--- src/rtl/bcd_scan_mux.sv ---
`default_nettype none
// ============================================================================
//  Module      : bcd_scan_mux
//  Description : Time-multiplexed digit scanner for a common-anode multi-digit
//                7-segment display. Presents one BCD digit per scan slot to an
//                external BCD-to-7-segment decoder, drives the active-low
//                one-hot digit strobe and the decimal point, snapshots the
//                input once per frame and optionally blanks leading zeros.
//  Revision    : 1.0 - initial release
// ----------------------------------------------------------------------------
//  Ports
//    clk        in   system clock, rising edge
//    rst_n      in   asynchronous active-low reset
//    en         in   scan enable; when low the scan freezes and the display
//                    goes dark
//    digits_in  in   packed BCD, digit k = [4k+3:4k], digit 0 least significant
//    dp_mask    in   decimal point request per digit, 1 = lit
//    blank_lz   in   1 = blank leading zeros
//    bcd_out    out  BCD code for the decoder, 4'hF = blank
//    dp_out     out  decimal point for the current digit, active-high
//    digit_sel  out  active-low one-hot digit strobe
//    scan_tick  out  one-cycle pulse in the cycle after each slot advance
// ============================================================================
module bcd_scan_mux #(
    parameter int NUM_DIGITS = 4,
    parameter int SCAN_DIV   = 50000,
    parameter int DIV_W      = 16
) (
    input  logic                    clk,
    input  logic                    rst_n,
    input  logic                    en,
    input  logic [4*NUM_DIGITS-1:0] digits_in,
    input  logic [NUM_DIGITS-1:0]   dp_mask,
    input  logic                    blank_lz,
    output logic [3:0]              bcd_out,
    output logic                    dp_out,
    output logic [NUM_DIGITS-1:0]   digit_sel,
    output logic                    scan_tick
);

    localparam int                IDX_W      = (NUM_DIGITS > 1) ? $clog2(NUM_DIGITS) : 1;
    localparam logic [DIV_W-1:0]  c_div_last = DIV_W'(SCAN_DIV - 1);
    localparam logic [IDX_W-1:0]  c_idx_last = IDX_W'(NUM_DIGITS - 1);
    localparam logic [3:0]        c_blank    = 4'hF;

    // State
    logic [DIV_W-1:0]        div_cnt_q, div_cnt_d;
    logic [IDX_W-1:0]        idx_q,     idx_d;
    logic [4*NUM_DIGITS-1:0] snap_q,    snap_d;
    logic [NUM_DIGITS-1:0]   dp_snap_q, dp_snap_d;
    logic [3:0]              bcd_q,     bcd_d;
    logic                    dp_q,      dp_d;
    logic [NUM_DIGITS-1:0]   sel_q,     sel_d;
    logic                    tick_q,    tick_d;

    // Combinational helpers
    logic                    w_advance;
    logic                    w_wrap;
    logic [IDX_W-1:0]        w_idx_nxt;
    logic [4*NUM_DIGITS-1:0] w_src_digits;
    logic [NUM_DIGITS-1:0]   w_src_dp;
    logic [3:0]              w_digit;
    logic [NUM_DIGITS:0]     w_zero_run;

    assign w_advance = en && (div_cnt_q == c_div_last);
    assign w_wrap    = (idx_q == c_idx_last);
    assign w_idx_nxt = w_wrap ? '0 : idx_q + IDX_W'(1);

    // On the wrapping advance the new frame's digit 0 must come from the
    // incoming data, since the snapshot is only being loaded on that edge.
    assign w_src_digits = w_wrap ? digits_in : snap_q;
    assign w_src_dp     = w_wrap ? dp_mask   : dp_snap_q;
    assign w_digit      = w_src_digits[4*w_idx_nxt +: 4];

    // w_zero_run[k] = digit k and every higher digit are zero.
    assign w_zero_run[NUM_DIGITS] = 1'b1;
    generate
        for (genvar k = 0; k < NUM_DIGITS; k++) begin : g_zero_run
            assign w_zero_run[k] = (w_src_digits[4*k +: 4] == 4'd0) && w_zero_run[k+1];
        end
    endgenerate

    always_comb begin
        div_cnt_d = div_cnt_q;
        idx_d     = idx_q;
        snap_d    = snap_q;
        dp_snap_d = dp_snap_q;
        bcd_d     = bcd_q;
        dp_d      = dp_q;
        sel_d     = sel_q;
        tick_d    = 1'b0;

        if (!en) begin
            sel_d = '1;
        end else if (w_advance) begin
            div_cnt_d = '0;
            idx_d     = w_idx_nxt;
            tick_d    = 1'b1;
            if (w_wrap) begin
                snap_d    = digits_in;
                dp_snap_d = dp_mask;
            end
            sel_d = ~({{(NUM_DIGITS-1){1'b0}}, 1'b1} << w_idx_nxt);
            if (w_digit > 4'd9) begin
                bcd_d = c_blank;
            end else if (blank_lz && (w_idx_nxt != '0) && w_zero_run[w_idx_nxt]) begin
                bcd_d = c_blank;
            end else begin
                bcd_d = w_digit;
            end
            dp_d = w_src_dp[w_idx_nxt];
        end else begin
            div_cnt_d = div_cnt_q + DIV_W'(1);
        end
    end

    always_ff @(posedge clk or negedge rst_n) begin
        if (!rst_n) begin
            div_cnt_q <= '0;
            idx_q     <= c_idx_last;
            snap_q    <= '0;
            dp_snap_q <= '0;
            bcd_q     <= c_blank;
            dp_q      <= 1'b0;
            sel_q     <= '1;
            tick_q    <= 1'b0;
        end else begin
            div_cnt_q <= div_cnt_d;
            idx_q     <= idx_d;
            snap_q    <= snap_d;
            dp_snap_q <= dp_snap_d;
            bcd_q     <= bcd_d;
            dp_q      <= dp_d;
            sel_q     <= sel_d;
            tick_q    <= tick_d;
        end
    end

    assign bcd_out   = bcd_q;
    assign dp_out    = dp_q;
    assign digit_sel = sel_q;
    assign scan_tick = tick_q;

endmodule
`default_nettype wire

--- config.mk ---
export PLATFORM = sky130hd
export DESIGN_NAME = bcd_scan_mux
export DESIGN_NICKNAME = d
export VERILOG_FILES = /design/src/rtl/bcd_scan_mux.sv
export SDC_FILE = /design/constraint.sdc
export NUM_CORES = 1
export LEC_CHECK = 0
export CAP_MARGIN = 20
export CORE_ASPECT_RATIO = 1.2
export CORE_MARGIN = 4
export CORE_UTILIZATION = 55
export CTS_CLUSTER_SIZE = 30
export DETAILED_ROUTE_END_ITERATION = 8
export GPL_TIMING_DRIVEN = 0
export PLACE_DENSITY = 0.8
export SLEW_MARGIN = 10
export SYNTH_ARGS = -nofsm -noshare
export SYNTH_HDL_FRONTEND = slang
export SYNTH_SLANG_ARGS = --single-unit
--- constraint.sdc ---
create_clock -name clk -period 4.3 [get_ports clk]
set_input_delay 1.075 -clock clk [delete_from_list [all_inputs] [get_ports clk]]
set_output_delay 1.075 -clock clk [all_outputs]
set_load 0.05 [all_outputs]
==> results_dict.tcl, run 1 <==
set metrics [dict create \
    drv_cap 0 \
    ys_warn_count 0 \
    arrival_ps 2910 \
    clock-sinks 48 \
    slew_headroom_pct 57.83 \
    fmax_mhz 369.0 \
    io_buffers 32 \
    tightestPinTransition_ps 626.7 \
    numCtsBuffers 5 \
    synth.net_count 234 \
    crit_family "multiplexers" \
    grt_pass1_vias 1851 \
    post-place-ws_ps 1523 \
    power.total_w 0.0008773 \
    p_sw_share_pct 24.97 \
    drtIter0Drc 91 \
    crit_path_max_incr_delay_ps 560 \
    required_ps 4500 \
    ys_async_sr_fraction_pct 100.0 \
    synth_area_sq_um 2470 \
    power_frac_seq_pct 57.7 \
    end_kind "flop" \
    ys_types 40 \
    finalWorstSetupSlack_ps 1590 \
    wl_per_cell_um 16.18 \
    multi_input_comb_area_sq_um 1184 \
    cellPowerDensity_nw_per_um2 295.8 \
    clk_root_buffer_cell "clkbuf_8" \
    fill_cells 346 \
    clock_skew_ps 8.344 \
    start_kind "flop" \
    grt_overflow 0 \
    synth_edf_count 0 \
    synth-seq-cells 48 \
    cts_resized 0 \
    firstDrtPassIters 4 \
    ctsHtreeMaxLevel 2 \
    p_sw_w 0.0002190 \
    clkLatencyLatePin_ps 290 \
    die_w_um 69.18 \
    avgSynthCellArea_sq_um 12.05 \
    setup_viol 0 \
    clk_pin_slew_ps 80 \
    die_h_um 81.41 \
    gp_congestion 0.8016 \
    finalHoldViolCount 0 \
    period_share_pct 63.03 \
    grt_util_all_layers_pct 18.59 \
    routed_via_density 5.639 \
    dieArea_sq_um 5632 \
    syn_inst 205 \
    hold_buffers 0 \
    start_util_pct 57.52 \
    coreArea_sq_um 4294 \
    clkPwrFrac_pct 31.1 \
    crit_chain "buf_2 > inv_1 > ha_1 > buf_2 > mux2_2 > mux2i_1 > a21oi_1 > nor2_1 > a21oi_1" \
    hold_slack_ps 506.1 \
    postCtsSetupBuffers 0 \
    areaGrowthSynthToFinish_pct 20.06 \
    worstSetupPathType "reg2reg" \
    grt_max_degree 36 \
    synth_sequential_area_ratio_pct 49.14 \
    power_frac_comb_pct 11.2 \
    dpl.hpwl_um 3762 \
    antenna_found_initial 0 \
    status "completed" \
    hp-class "reg2reg" \
    worstPathMaxFanout 10 \
    crit_buf_inv 3 \
    slowest_stage "dfstp_2" \
    rows 26 \
    leakage_nw 1.365 \
    io_pins 34 \
    regArea_sq_um 1214 \
    timing.final.crit_period_ps 2710 \
    clock_path_buffers 2 \
    dp.cells 294 \
    grt_setup_unrepaired "false" \
    antenna_cells 0 \
    fin_cells 302 \
    nNetsFinal 274 \
    peakVddDrop_mv 0.1697 \
    synthFlopType "dfrtp_1" \
    drc 0 \
    ant_nets 0 \
    grt_pass1_wl_um 8404 \
    drt-total-wl_um 4887 \
    cts_tree "built" \
    p_int_w 0.0006582 \
    finalSetupTns_ps 0 \
    vias 1703 \
    slew_violations 0 \
    drive_gt1_share_pct 21.95 \
]
[power groups by stage]
stage / logic, W / registers, W / clock network [W]
5_1_grt: 0.000111 / 0.000510 / 0.000296
6_report: 0.0000984 / 0.000506 / 0.000273
3_5_place_dp: 0.0000993 / 0.000514 / 0
3_3_place_gp: 0.0000937 / 0.000514 / 0
2_1_floorplan: 0.0000550 / 0.000507 / 0
4_1_cts: 0.000100 / 0.000506 / 0.000276
[cell usage in the layout (no fill, tap or decap), types with 2 or more instances in the layout]
| master | n |
|---|---|
| dfrtp_1 | 38 |
| clkdlybuf4s50_1 | 31 |
| nor2_1 | 22 |
| mux2_4 | 19 |
| nand2_1 | 11 |
| a21oi_1 | 10 |
| dfstp_2 | 10 |
| mux2i_1 | 8 |
| nor4_1 | 7 |
| xor2_1 | 7 |
| xnor2_1 | 7 |
| nand3_1 | 6 |
| clkbuf_8 | 6 |
| buf_2 | 5 |
| o21ai_0 | 5 |
| ha_1 | 5 |
| inv_1 | 4 |
| nand4_1 | 4 |
| mux4_2 | 4 |
| nor3_1 | 4 |
| clkbuf_1 | 3 |
| mux2_2 | 3 |
| o21a_1 | 3 |
| or4b_1 | 2 |
| nand4bb_1 | 2 |
| buf_6 | 2 |
| a22oi_1 | 2 |
[through the flow]
step | util (%) | instance area, sq um
3_3_place_gp | 66.61 | 2860
6_report | 69.06 | 2965
2_1_floorplan | - | 2470
4_1_cts | 69.06 | 2965
3_5_place_dp | 66.96 | 2875
5_1_grt | 69.06 | 2965
[cells in the mapped netlist, types with 2 or more instances]
| master | instances | area (sq um) |
|---|---|---|
| dfrtp_1 | 38 | 950.9 |
| nor2_1 | 22 | 82.58 |
| mux2_4 | 19 | 285.3 |
| nand2_1 | 11 | 41.29 |
| a21oi_1 | 10 | 50.05 |
| dfstp_2 | 10 | 262.8 |
| mux2i_1 | 8 | 80.08 |
| nor4_1 | 7 | 43.79 |
| xnor2_1 | 7 | 61.31 |
| xor2_1 | 7 | 61.31 |
| nand3_1 | 6 | 30.03 |
| ha_1 | 5 | 62.56 |
| o21ai_0 | 5 | 25.02 |
| buf_2 | 4 | 20.02 |
| inv_1 | 4 | 15.01 |
| mux4_2 | 4 | 90.09 |
| nand4_1 | 4 | 25.02 |
| nor3_1 | 4 | 20.02 |
| mux2_2 | 3 | 33.78 |
| o21a_1 | 3 | 22.52 |
| a22oi_1 | 2 | 15.01 |
| buf_6 | 2 | 22.52 |
| nand4bb_1 | 2 | 22.52 |
| or4b_1 | 2 | 20.02 |
[worst paths after layout]
path,cells after the start,endpoint,start,slack (ps)
max in group asynchronous,2,idx_q[0],rst_n,3060
min in group asynchronous,1,div_cnt_q[5],rst_n,670
worst max register to register,9,bcd_out[0],idx_q[0],1590
worst min register to register,2,digit_sel[3],digit_sel[3],510
worst min-delay path,2,digit_sel[3],digit_sel[3],510
worst max-delay path,9,bcd_out[0],idx_q[0],1590
[metal layers]
layer  global-route usage (%)  part of all wire [%]
met1                    21.55                    42
met2                    35.11                    53
met4                    5.664                   1.2
met3                    3.427                   3.2
met5                        0                     0
[worst min-delay path: stages (launching register included)]
cell and delay, ps:
dfstp_2 370, nor2_1 90, a21oi_1 40
[flip-flops by register name, indices dropped and copies added, names as in the netlist]
name	flops
dp_snap_q	4
bcd_out	4
idx_q	2
dp_out	1
snap_q	16
digit_sel	4
scan_tick	1
div_cnt_q	16
[kinds of logic after synthesis]
family	share of synthesized area, %
compound gates	5.876
xor+xnor	4.965
mux	20.26
fa+ha+maj	2.533
flops	49.14
simple gates	14.29
buf+inv	2.938
[area by class of cell]
| class | instances | share of cell area (%) |
|---|---|---|
| clock buffer | 8 | 3.038 |
| buffer | 9 | 1.941 |
| timing repair buffer | 33 | 11.31 |
| inverter | 4 | 0.5063 |
| multi-input combinational | 144 | 39.92 |
| tap | 56 | 2.363 |
| sequential | 48 | 40.93 |
Power figures use the tool's default switching activity.
==> inputs of run 2 (changes only) <==
Settings changed: CORE_UTILIZATION 55 to 54, PLACE_DENSITY 0.8 to 0.79.
Clock period 4.3 ns to 2.6 ns, I/O delays scaled along.
==> run 2 against run 1 <==
Effect of this change:
- clock power increased by 130%
- die area increased by 1.6%
- hold slack got worse by 290 ps
- utilization increased by 1.6 points
- critical endpoint unchanged
- setup slack got worse by 1400 ps
==> results_dict.tcl, run 2 (synthesis gave the netlist of run 1 again) <==
set metrics [dict create \
    wl_per_cell_um 16.35 \
    drt-total-wl_um 4939 \
    clock_path_buffers 2 \
    status "completed" \
    clk_root_buffer_cell "clkbuf_8" \
    grt_pass1_vias 1834 \
    clock-sinks 48 \
    routed_via_density 5.656 \
    io_pins 34 \
    coreArea_sq_um 4327 \
    rrSetupSlack_ps 170 \
    slew_violations 0 \
    numCtsBuffers 5 \
    areaGrowthSynthToFinish_pct 23.86 \
    timing.final.crit_period_ps 2427 \
    arrival_ps 2650 \
    nNetsFinal 274 \
    r2r_start "idx_q[0]" \
    gp_congestion 0.8046 \
    io_buffers 32 \
    hold_slack_ps 219.5 \
    die_w_um 69.74 \
    hold_buffers 0 \
    period_share_pct 93.34 \
    grt_overflow 0 \
    start_util_pct 57.09 \
    grt_pass1_wl_um 8583 \
    final_cell_mix "dfrtp_1 (38), clkdlybuf4s50_1 (31), nor2_1 (22)" \
    grt_max_degree 37 \
    finalHoldViolCount 0 \
    hp-class "in2async" \
    slew_headroom_pct 55.12 \
    leakage_nw 1.369 \
    final_common_cell "dfrtp_1" \
    rows 26 \
    clkLatencyLatePin_ps 310 \
    antenna_found_initial 0 \
    tightestPinTransition_ps 667.0 \
    clock_skew_ps 12.46 \
    dieArea_sq_um 5724 \
    firstDrtPassIters 4 \
    reg_top3 "div_cnt_q (16), snap_q (16)" \
    antenna_cells 0 \
    worstPathMaxFanout 10 \
    setup_viol 0 \
    required_ps 2820 \
    r2r_end "bcd_out[0]" \
    clk_pin_slew_ps 90 \
    fin_cells 302 \
    r2r_cells 9 \
    postCtsSetupBuffers 0 \
    die_h_um 82.09 \
    end_kind "flop" \
    drv_cap 0 \
    drc 0 \
    drtIter0Drc 120 \
    dp.cells 294 \
    cellPowerDensity_nw_per_um2 532.9 \
    ctsHtreeMaxLevel 2 \
    cts_tree "built" \
    peakVddDrop_mv 0.2885 \
    drive_gt1_share_pct 24.80 \
    fmax_mhz 412.0 \
    dpl.hpwl_um 3669 \
    worstSetupPathType "reg2reg" \
    fill_cells 307 \
    grt_setup_unrepaired "false" \
    ant_nets 0 \
    grt_util_all_layers_pct 19.25 \
    vias 1708 \
    start_kind "flop" \
]
-- run 2: cell types whose count changed in the layout (fill, tap and decap cells not counted), sizes merged --
cell	change
clkbuf	-1
bufinv	+2
buf	-1
-- run 2: how the worst max path moves through the flow --
stage / start / to / slack, ps / cells after the start
2_1_floorplan: idx_q[0] / bcd_out[0] / 320 / 9
3_3_place_gp: rst_n / dp_snap_q[3] / -440 / 1
3_5_place_dp: idx_q[0] / bcd_out[0] / -150 / 9
4_1_cts: idx_q[0] / bcd_out[0] / 20 / 9
5_1_grt: idx_q[0] / bcd_out[0] / 50 / 9
6_report: idx_q[0] / bcd_out[0] / 170 / 9
-- run 2: power breakdown --
part | internal, W | switching [W]
registers | 0.000784 | 0.0000548
clock network | 0.000384 | 0.000243
logic | 0.0000887 | 0.0000754
total | 0.00126 | 0.000373
-- run 2: worst max-delay path: stages (launching register included) --
cell and delay (ps):
dfstp_2 560, clkbuf_4 220, inv_1 140, ha_4 320, buf_4 200, mux2_2 360
mux2i_2 230, a21oi_1 100, nor2_1 130, a21oi_1 80
-- run 2: layout make-up --
type | instances | area (sq um) | area share, %
multi-input combinational | 144 | 1230 | 40.20
sequential | 48 | 1214 | 39.67
timing repair buffer | 33 | 335.3 | 10.96
clock buffer | 6 | 72.57 | 2.372
tap | 56 | 70.07 | 2.290
buffer | 9 | 62.56 | 2.045
clock inverter | 2 | 60.06 | 1.963
inverter | 4 | 15.01 | 0.4908
-- run 2: metal layers --
metal	up-vias	track usage (%)	routed length, um
met3	11	2.938	205
met1	840	22.81	2077
li1	819	-	-
met4	0	8.238	77
met5	-	0	0
met2	38	35.11	2578
-- run 2: metrics by stage --
stage	worst slack (ps)	utilization, %	total power [W]	TNS, ps	area [sq um]
6_report	173.1	70.71	0.001630	0	3059
5_1_grt	47.18	70.71	0.001694	0	3059
4_1_cts	22.66	70.21	0.001643	0	3038
3_3_place_gp	-439.2	66.11	0.001005	-16820	2860
3_5_place_dp	-153.5	66.45	0.001015	-451.4	2875
2_1_floorplan	316.9	-	0.0009288	0	2470
-- run 2: repair_timing --
item	in CTS	in global routing
pin swaps	0	0
gates cloned	0	0
setup endpoints to repair	4	4
gates resized for setup	6	3
